==> config.mk <==
export PLATFORM = sky130hd
export DESIGN_NAME = buf_loader
export DESIGN_NICKNAME = d
export VERILOG_FILES = /design/src/rtl/buf_loader_pkg.sv /design/src/rtl/buf_loader_word_asm.sv /design/src/rtl/buf_loader.sv
export SDC_FILE = /design/constraint.sdc
export NUM_CORES = 1
export LEC_CHECK = 0
export CAP_MARGIN = 30
export CORE_ASPECT_RATIO = 1.5
export CORE_MARGIN = 10
export CORE_UTILIZATION = 30
export CTS_CLUSTER_SIZE = 40
export DETAILED_ROUTE_END_ITERATION = 8
export PLACE_DENSITY = 0.59
export SYNTH_ARGS = -nofsm -noshare
export SYNTH_HDL_FRONTEND = slang
export SYNTH_SLANG_ARGS = --single-unit
==> constraint.sdc <==
create_clock -name clk -period 2.3 [get_ports clk]
set_input_delay 0.46 -clock clk [delete_from_list [all_inputs] [get_ports clk]]
set_output_delay 0.46 -clock clk [all_outputs]
set_load 0.03 [all_outputs]
==> src/rtl/buf_loader_pkg.sv <==
// Shared definitions for the motion-buffer host loader.
//   - host command opcodes and response byte codes
//   - parser state encoding
//   - instruction word geometry (5 bytes = 40 bits)
//   - ack_code(): builds the ACK byte for a command
package buf_loader_pkg;

  localparam logic [7:0] CMD_SET_ADDR = 8'h01;
  localparam logic [7:0] CMD_WRITE    = 8'h02;
  localparam logic [7:0] CMD_START    = 8'h03;
  localparam logic [7:0] CMD_ABORT    = 8'h04;
  localparam logic [7:0] CMD_STATUS   = 8'h05;

  localparam logic [7:0] ACK_BASE   = 8'hA0;
  localparam logic [7:0] NAK        = 8'hEE;
  localparam logic [7:0] STATUS_HDR = 8'h5A;

  localparam int WORD_BYTES = 5;
  localparam int WORD_W     = 8 * WORD_BYTES;

  typedef enum logic [2:0] {
    S_CMD,
    S_ARG,
    S_CNT,
    S_DATA,
    S_RESP
  } state_t;

  function automatic logic [7:0] ack_code(input logic [7:0] cmd);
    return ACK_BASE | {4'h0, cmd[3:0]};
  endfunction

endpackage

==> src/rtl/buf_loader_word_asm.sv <==
// Little-endian instruction word assembler.
//   clk, rst    : clock, synchronous active-high reset
//   clear       : drop any partially collected word (index back to 0)
//   byte_valid  : byte_data is the next byte of the current word
//   last        : combinational, this byte completes the word
//   word        : assembled word (valid while done is high)
//   done        : one-cycle strobe, the cycle after the last byte
module buf_loader_word_asm
  import buf_loader_pkg::*;
(
  input  logic              clk,
  input  logic              rst,
  input  logic              clear,
  input  logic              byte_valid,
  input  logic [7:0]        byte_data,
  output logic              last,
  output logic [WORD_W-1:0] word,
  output logic              done
);

  logic [2:0] idx;

  assign last = byte_valid && (idx == 3'(WORD_BYTES - 1));

  // Bytes shift in from the top, so after five bytes the first one sits
  // in bits [7:0] and the fifth in bits [39:32].
  // NOTE: reset is synchronous here to match the rest of the host-link logic.
  always_ff @(posedge clk) begin
    if (rst) begin
      idx  <= '0;
      word <= '0;
      done <= 1'b0;
    end else begin
      done <= 1'b0;
      if (clear) begin
        idx <= '0;
      end else if (byte_valid) begin
        word <= {byte_data, word[WORD_W-1:8]};
        idx  <= last ? 3'd0 : idx + 3'd1;
        done <= last;
      end
    end
  end

endmodule

==> src/rtl/buf_loader.sv <==
// Host-side front end for the motion buffer executor.
// Parses host command frames from an RX byte stream, writes 40-bit words
// into the executor program buffer, issues start/abort and returns
// ACK/NAK/status bytes on a TX byte stream.
//   rx_data/rx_valid   : host bytes, one-cycle strobe, no backpressure
//   tx_data/tx_valid/tx_ready : response bytes, held until accepted
//   buf_addr/buf_data/buf_wr  : program buffer write port
//   start/start_addr, abort   : executor control pulses
//   complete, exec_pc, exec_error : executor feedback
//   running            : executor started and not yet completed/aborted
module buf_loader
  import buf_loader_pkg::*;
#(
  parameter int TIMEOUT_CYCLES = 1000000,
  parameter int ADDR_W         = 16
) (
  input  logic              clk,
  input  logic              rst,
  input  logic [7:0]        rx_data,
  input  logic              rx_valid,
  output logic [7:0]        tx_data,
  output logic              tx_valid,
  input  logic              tx_ready,
  output logic [ADDR_W-1:0] buf_addr,
  output logic [WORD_W-1:0] buf_data,
  output logic              buf_wr,
  output logic              start,
  output logic [ADDR_W-1:0] start_addr,
  output logic              abort,
  input  logic              complete,
  input  logic [15:0]       exec_pc,
  input  logic [7:0]        exec_error,
  output logic              running
);

  localparam int TMO_W = $clog2(TIMEOUT_CYCLES + 1);

  state_t            state, state_next;
  logic [7:0]        cmd;
  logic              arg_half;
  logic [7:0]        arg_lo;
  logic [15:0]       arg_value;
  logic [8:0]        word_cnt;
  logic [TMO_W-1:0]  tmo_cnt;
  logic [1:0]        resp_idx;
  logic [15:0]       stat_pc;
  logic              stat_running, stat_overrun;
  logic              overrun;
  logic [ADDR_W-1:0] wr_ptr;

  logic in_frame, tmo_hit, tx_accept, status_more;
  logic asm_valid, asm_clear, asm_last, asm_done;
  logic set_addr_go, start_go, abort_go, status_go, resp_go;
  logic [7:0] resp_byte, status_byte;

  // The error code is not part of the current status response.
  logic unused_exec_error;
  assign unused_exec_error = ^exec_error;

  assign arg_value   = {rx_data, arg_lo};
  assign in_frame    = (state == S_ARG) || (state == S_CNT) || (state == S_DATA);
  assign tmo_hit     = in_frame && !rx_valid && (tmo_cnt == TMO_W'(TIMEOUT_CYCLES - 1));
  assign tx_valid    = (state == S_RESP);
  assign tx_accept   = tx_valid && tx_ready;
  assign status_more = (cmd == CMD_STATUS) && (resp_idx != 2'd3);
  assign asm_valid   = (state == S_DATA) && rx_valid;
  assign asm_clear   = (state != S_DATA) || tmo_hit;
  assign buf_addr    = wr_ptr;
  assign buf_wr      = asm_done;

  buf_loader_word_asm u_word_asm (
    .clk        (clk),
    .rst        (rst),
    .clear      (asm_clear),
    .byte_valid (asm_valid),
    .byte_data  (rx_data),
    .last       (asm_last),
    .word       (buf_data),
    .done       (asm_done)
  );

  // Status byte following the one currently presented.
  always_comb begin
    unique case (resp_idx)
      2'd0:    status_byte = stat_pc[7:0];
      2'd1:    status_byte = stat_pc[15:8];
      default: status_byte = {stat_overrun, stat_running, 6'b0};
    endcase
  end

  always_ff @(posedge clk) begin
    if (rst) state <= S_CMD;
    else     state <= state_next;
  end

  // NOTE: every output of this block gets a default first so no path can
  // leave one unassigned and infer a latch.
  always_comb begin
    state_next  = state;
    set_addr_go = 1'b0;
    start_go    = 1'b0;
    abort_go    = 1'b0;
    status_go   = 1'b0;
    resp_go     = 1'b0;
    resp_byte   = NAK;
    unique case (state)
      S_CMD: if (rx_valid) begin
        case (rx_data)
          CMD_SET_ADDR, CMD_START: state_next = S_ARG;
          CMD_WRITE:               state_next = S_CNT;
          CMD_ABORT: begin
            abort_go   = 1'b1;
            resp_go    = 1'b1;
            resp_byte  = ack_code(rx_data);
            state_next = S_RESP;
          end
          CMD_STATUS: begin
            status_go  = 1'b1;
            resp_go    = 1'b1;
            resp_byte  = STATUS_HDR;
            state_next = S_RESP;
          end
          default: begin
            resp_go    = 1'b1;
            state_next = S_RESP;
          end
        endcase
      end
      S_ARG: begin
        if (tmo_hit) begin
          state_next = S_CMD;
        end else if (rx_valid && arg_half) begin
          resp_go    = 1'b1;
          state_next = S_RESP;
          if (cmd == CMD_SET_ADDR) begin
            set_addr_go = 1'b1;
            resp_byte   = ack_code(cmd);
          end else if (!running) begin
            start_go  = 1'b1;
            resp_byte = ack_code(cmd);
          end
        end
      end
      S_CNT: begin
        if (tmo_hit)       state_next = S_CMD;
        else if (rx_valid) state_next = S_DATA;
      end
      S_DATA: begin
        if (tmo_hit) begin
          state_next = S_CMD;
        end else if (asm_last && word_cnt == 9'd1) begin
          resp_go    = 1'b1;
          resp_byte  = ack_code(CMD_WRITE);
          state_next = S_RESP;
        end
      end
      S_RESP: if (tx_ready && !status_more) state_next = S_CMD;
      default: state_next = S_CMD;
    endcase
  end

  // NOTE: sequential state uses non-blocking assignments so every register
  // samples the pre-edge values regardless of statement order.
  always_ff @(posedge clk) begin
    if (rst) begin
      cmd          <= '0;
      arg_half     <= 1'b0;
      arg_lo       <= '0;
      word_cnt     <= '0;
      tmo_cnt      <= '0;
      resp_idx     <= '0;
      stat_pc      <= '0;
      stat_running <= 1'b0;
      stat_overrun <= 1'b0;
      overrun      <= 1'b0;
      wr_ptr       <= '0;
      tx_data      <= '0;
      start        <= 1'b0;
      start_addr   <= '0;
      abort        <= 1'b0;
      running      <= 1'b0;
    end else begin
      start <= start_go;
      abort <= abort_go;
      if (start_go) start_addr <= ADDR_W'(arg_value);

      // A start issued together with a completion leaves the executor running.
      if (start_go)                  running <= 1'b1;
      else if (abort_go || complete) running <= 1'b0;

      if (!in_frame || rx_valid) tmo_cnt <= '0;
      else                       tmo_cnt <= tmo_cnt + 1'b1;

      if (state == S_CMD && rx_valid) cmd <= rx_data;

      if (state == S_CMD) begin
        arg_half <= 1'b0;
      end else if (state == S_ARG && rx_valid) begin
        arg_half <= 1'b1;
        arg_lo   <= rx_data;
      end

      if (state == S_CNT && rx_valid) word_cnt <= (rx_data == 8'd0) ? 9'd256 : {1'b0, rx_data};
      else if (asm_last)              word_cnt <= word_cnt - 9'd1;

      if (set_addr_go)   wr_ptr <= ADDR_W'(arg_value);
      else if (asm_done) wr_ptr <= wr_ptr + 1'b1;

      if (status_go) begin
        stat_pc      <= exec_pc;
        stat_running <= running;
        stat_overrun <= overrun;
        resp_idx     <= '0;
      end else if (tx_accept) begin
        resp_idx <= resp_idx + 2'd1;
      end

      if (resp_go)                       tx_data <= resp_byte;
      else if (tx_accept && status_more) tx_data <= status_byte;

      // Only an overrun that was actually reported is cleared; a byte dropped
      // while that report is stalled stays flagged for the next STATUS.
      if (state == S_RESP && rx_valid)
        overrun <= 1'b1;
      else if (tx_accept && cmd == CMD_STATUS && resp_idx == 2'd3 && stat_overrun)
        overrun <= 1'b0;
    end
  end

endmodule

==> reports/metrics.csv <==
stage,metric,value,unit
flow_run,maxCapViolCount,0,
cts,clk_pin_slew,0.06,ns
grt,grt_pass1_wl,31300,µm
synthesis,synth_compound_area_frac,0.157,
synthesis,synthFlopType,dfxtp_1,
final_layout,diodes,0,
power_and_ir_drop,leakage,3.14,nW
setup_path,crit_path_max_fanout,6,
grt,track_usage,0.135,
cts,cts_sinks,157,
placed_design,dp_cells,1231,
synthesis,syn_avg_cell_area,8.00,µm²
synthesis,synth_edf_count,0,
timing,skew,0.0145,ns
synthesis,yosys.area_share.simple,0.270,
drt,drtAntennaViolNets,0,
drt,finalWirelength,20100,µm
setup_path,start_kind,register,
cts,cts_hold_buffers,0,
synthesis,synth_cell_types,58,
setup_path,startpoint,tmo_cnt[15]$_SDFF_PP0_,
cts,ctsRootBufferMaster,clkbuf_16,
drt,drc,0,
timing,final_max_slew_viol_count,0,
floorplanning,coreArea,0.0219,mm²
power_and_ir_drop,p_per_area,838,mW/mm²
placed_design,gp_congestion,0.831,
setup_path,r2r_slack,0.13,ns
synthesis,synthAdderAreaFrac,0.0168,
synthesis,synthXorXnorAreaFrac,0.0457,
setup_path,cp-endpoint,tx_data[4]$_SDFFE_PP0P_,
grt,grt_pass1_vias,5912,
setup_path,rr_endpoint,tx_data[4]$_SDFFE_PP0P_,
cts,cts_tree,yes,
drt,vias_per_cell,4.90,
grt,antenna_found_initial,0,
placed_design,placed_area,0.00847,mm²
floorplanning,start_util,0.306,
power_and_ir_drop,ir_worst_vdd,546,µV
setup_path,critPathRequiredTime,2.61,ns
timing,post-route-period-util,0.944,
synthesis,async_reset_ff_frac,0,
setup_path,cp.arrival,2.48,ns
floorplanning,rows,66,
final_layout,seq_area,0.00314,mm²
timing,fmax,461,MHz
synthesis,synth_cells,838,
synthesis,ys_seq_elements,157,
synthesis,syn_area,0.00670,mm²
min_path,hold_path.class,in -> reg,
grt,grt_max_degree,75,
final_layout,layoutNonFillerInstCount,1265,
final_layout,fin_area,0.00915,mm²
final_layout,multi_input_area,0.00334,mm²
grt,gr-total-overflow,0,
floorplanning,die_h,203,µm
setup_path,worstSetupPathType,reg -> reg,
cts,clk_path_buf_depth,2,
synthesis,syn_nets,884,
synthesis,synth_area_leaders,"dfxtp_1 (47%), nand2_1 (13%), a21oi_1 (7.8%), nor2_1 (3.5%), xor2_1 (3.3%)",
placed_design,io_buffers,113,
floorplanning,dieArea,0.0288,mm²
timing,tightest_slew,0.487,ns
final_layout,area_growth,36.6,%
drt,dr.first_iter.drc_count,320,
status,outcome,completed,
timing,period_minus_slack,2.17,ns
drt,dr.pass1.iters,5,
floorplanning,ios,122,
floorplanning,die_w,142,µm
setup_path,r2r_cells,7,
synthesis,synth_top_cell_area_share,0.469,
final_layout,postLayoutCoreUtil,0.418,
cts,worstSkewPairLatency,0.43,ns
synthesis,yosys-mux-area-fraction,0.00467,
setup_path,r2r_start,tmo_cnt[15]$_SDFF_PP0_,
synthesis,ys.warnings.count,0,
synthesis,synth_top_family_by_area,simple AND/OR/NAND/NOR gates,
timing,hold_violations,0,
timing,setup_slack,0.129,ns
drt,drt-wirelength-per-cell,15.9,µm
synthesis,yosys.area.top_type,dfxtp_1,
timing,finalSetupViolations,0,
final_layout,drive_above_1_share,0.111,
drt,num_vias,6199,
final_layout,fin_nets,1026,
cts,cts_max_level,4,
synthesis,ys_seq_area_frac,0.469,
timing,slew-limit-headroom,0.672,
cts,cts_buffers,17,
placed_design,dp_hpwl,14500,µm
setup_path,setup.worst_path.end_class,register,
placed_design,pre_cts_slack,-0.264,ns
timing,setup-tns-final,0,ns
final_layout,fill_cells,2225,
logic make-up after synthesis:
family,count (synthesis)
flip-flops,157
buffers and inverters,61
XOR/XNOR,35
AND/OR/NAND/NOR,400
AO/OA/AOI/OAI,173
adder cells (fa/ha/maj),9
multiplexers,3
worst min-delay path by stage:
stage                               startpoint                               to  slack [ns]  cells after the start
2_1_floorplan             overrun$_SDFFE_PP0P_        stat_overrun$_SDFFE_PP0P_        0.43                      2
3_3_place_gp   u_word_asm.word[5]$_SDFFE_PP0P_  u_word_asm.word[5]$_SDFFE_PP0P_        0.44                      2
3_5_place_dp              overrun$_SDFFE_PP0P_        stat_overrun$_SDFFE_PP0P_        0.44                      2
4_1_cts                                    rst         word_cnt[6]$_SDFFE_PP0P_        0.42                      2
5_1_grt                                    rst         word_cnt[6]$_SDFFE_PP0P_        0.43                      2
6_report                                   rst         word_cnt[6]$_SDFFE_PP0P_        0.43                      2
synth_stat cells, drive strengths merged, types with 3 or more instances:
library cell,count
o21ai,10
nand3b,8
nand2,228
nor3,15
inv,8
xnor2,10
nor2b,4
and4,4
and3,10
a21o,4
o211ai,5
a22o,6
nand4b,3
nand4,12
a31oi,10
a211oi,17
nor4,7
a21oi,106
ha,9
nand3,19
buf,5
or4,3
xor2,25
nand2b,4
and2,5
dfxtp,157
nor4b,3
nor2,62
or3,5
clkbuf,48
sequential cells by signal, summed over array words and instances, names as in the netlist, 8 cells and up:
signal	cells
start_addr	16
tx_data	8
cmd	8
u_word_asm.word	40
stat_pc	16
arg_lo	8
buf_addr	16
tmo_cnt	20
word_cnt	9
per-layer routing:
metal	up-vias	part of all wire	track usage
li1	3148	-	-
met3	14	0.049	0.0318
met5	-	0	0
met4	0	0.013	0.0494
met2	117	0.53	0.239
met1	2920	0.41	0.152
worst max-delay path, stage by stage (launching register included):
cell,delay [ns]
dfxtp_1,0.34
or4b_1,0.53
or4_4,0.46
o21ai_4,0.24
o211ai_4,0.15
buf_4,0.17
a21oi_1,0.12
nor2_1,0.05
layout by cell type, fill, tap and decap left out, types with 5 or more instances in the layout:
cell type,Yosys,final
a211oi_1,17,16
a21oi_1,105,105
a22o_1,6,6
a31oi_1,10,10
and2_1,5,5
and3_1,9,9
buf_12,0,5
buf_4,1,58
clkbuf_16,0,17
clkdlybuf4s50_1,0,111
dfxtp_1,157,157
ha_1,9,9
inv_1,8,8
inv_6,0,6
nand2_1,228,228
nand3_1,19,19
nand3b_1,8,8
nand4_1,12,12
nor2_1,62,61
nor3_1,14,14
nor4_1,7,6
o21ai_0,9,9
or3_1,5,5
xnor2_1,10,10
xor2_1,25,25
what timing repair did:
item / 4_1_cts / 5_1_grt
resized for setup: 1 / 4
cloned: 0 / 1
setup buffers: 0 / 1
endpoints found under the setup margin: 1 / 5
pin swaps: 0 / 1
final cells by class:
type / count / area share
Clock inverter: 13 / 0.0217
Multi-Input combinational cell: 621 / 0.364
Clock buffer: 19 / 0.0495
Sequential cell: 157 / 0.343
Tap cell: 272 / 0.0372
Timing Repair Buffer: 175 / 0.180
Inverter: 8 / 0.00328
power by group:
part	total [W]	internal (W)	switching (W)
sequential	0.00301	0.00286	0.000151
combinational	0.00153	0.000657	0.000869
clock	0.00313	0.00190	0.00123
total	0.00767	0.00542	0.00225
stage by stage:
| step | power, W | hold WS (ns) |
|---|---|---|
| finish | 0.00767 | 0.433 |
| floorplan | 0.00398 | 0.428 |
| global route | 0.00802 | 0.434 |
| global placement | 0.00454 | 0.442 |
| detailed placement | 0.00455 | 0.443 |
| CTS | 0.00770 | 0.418 |
(Power assumes the default switching activity.)
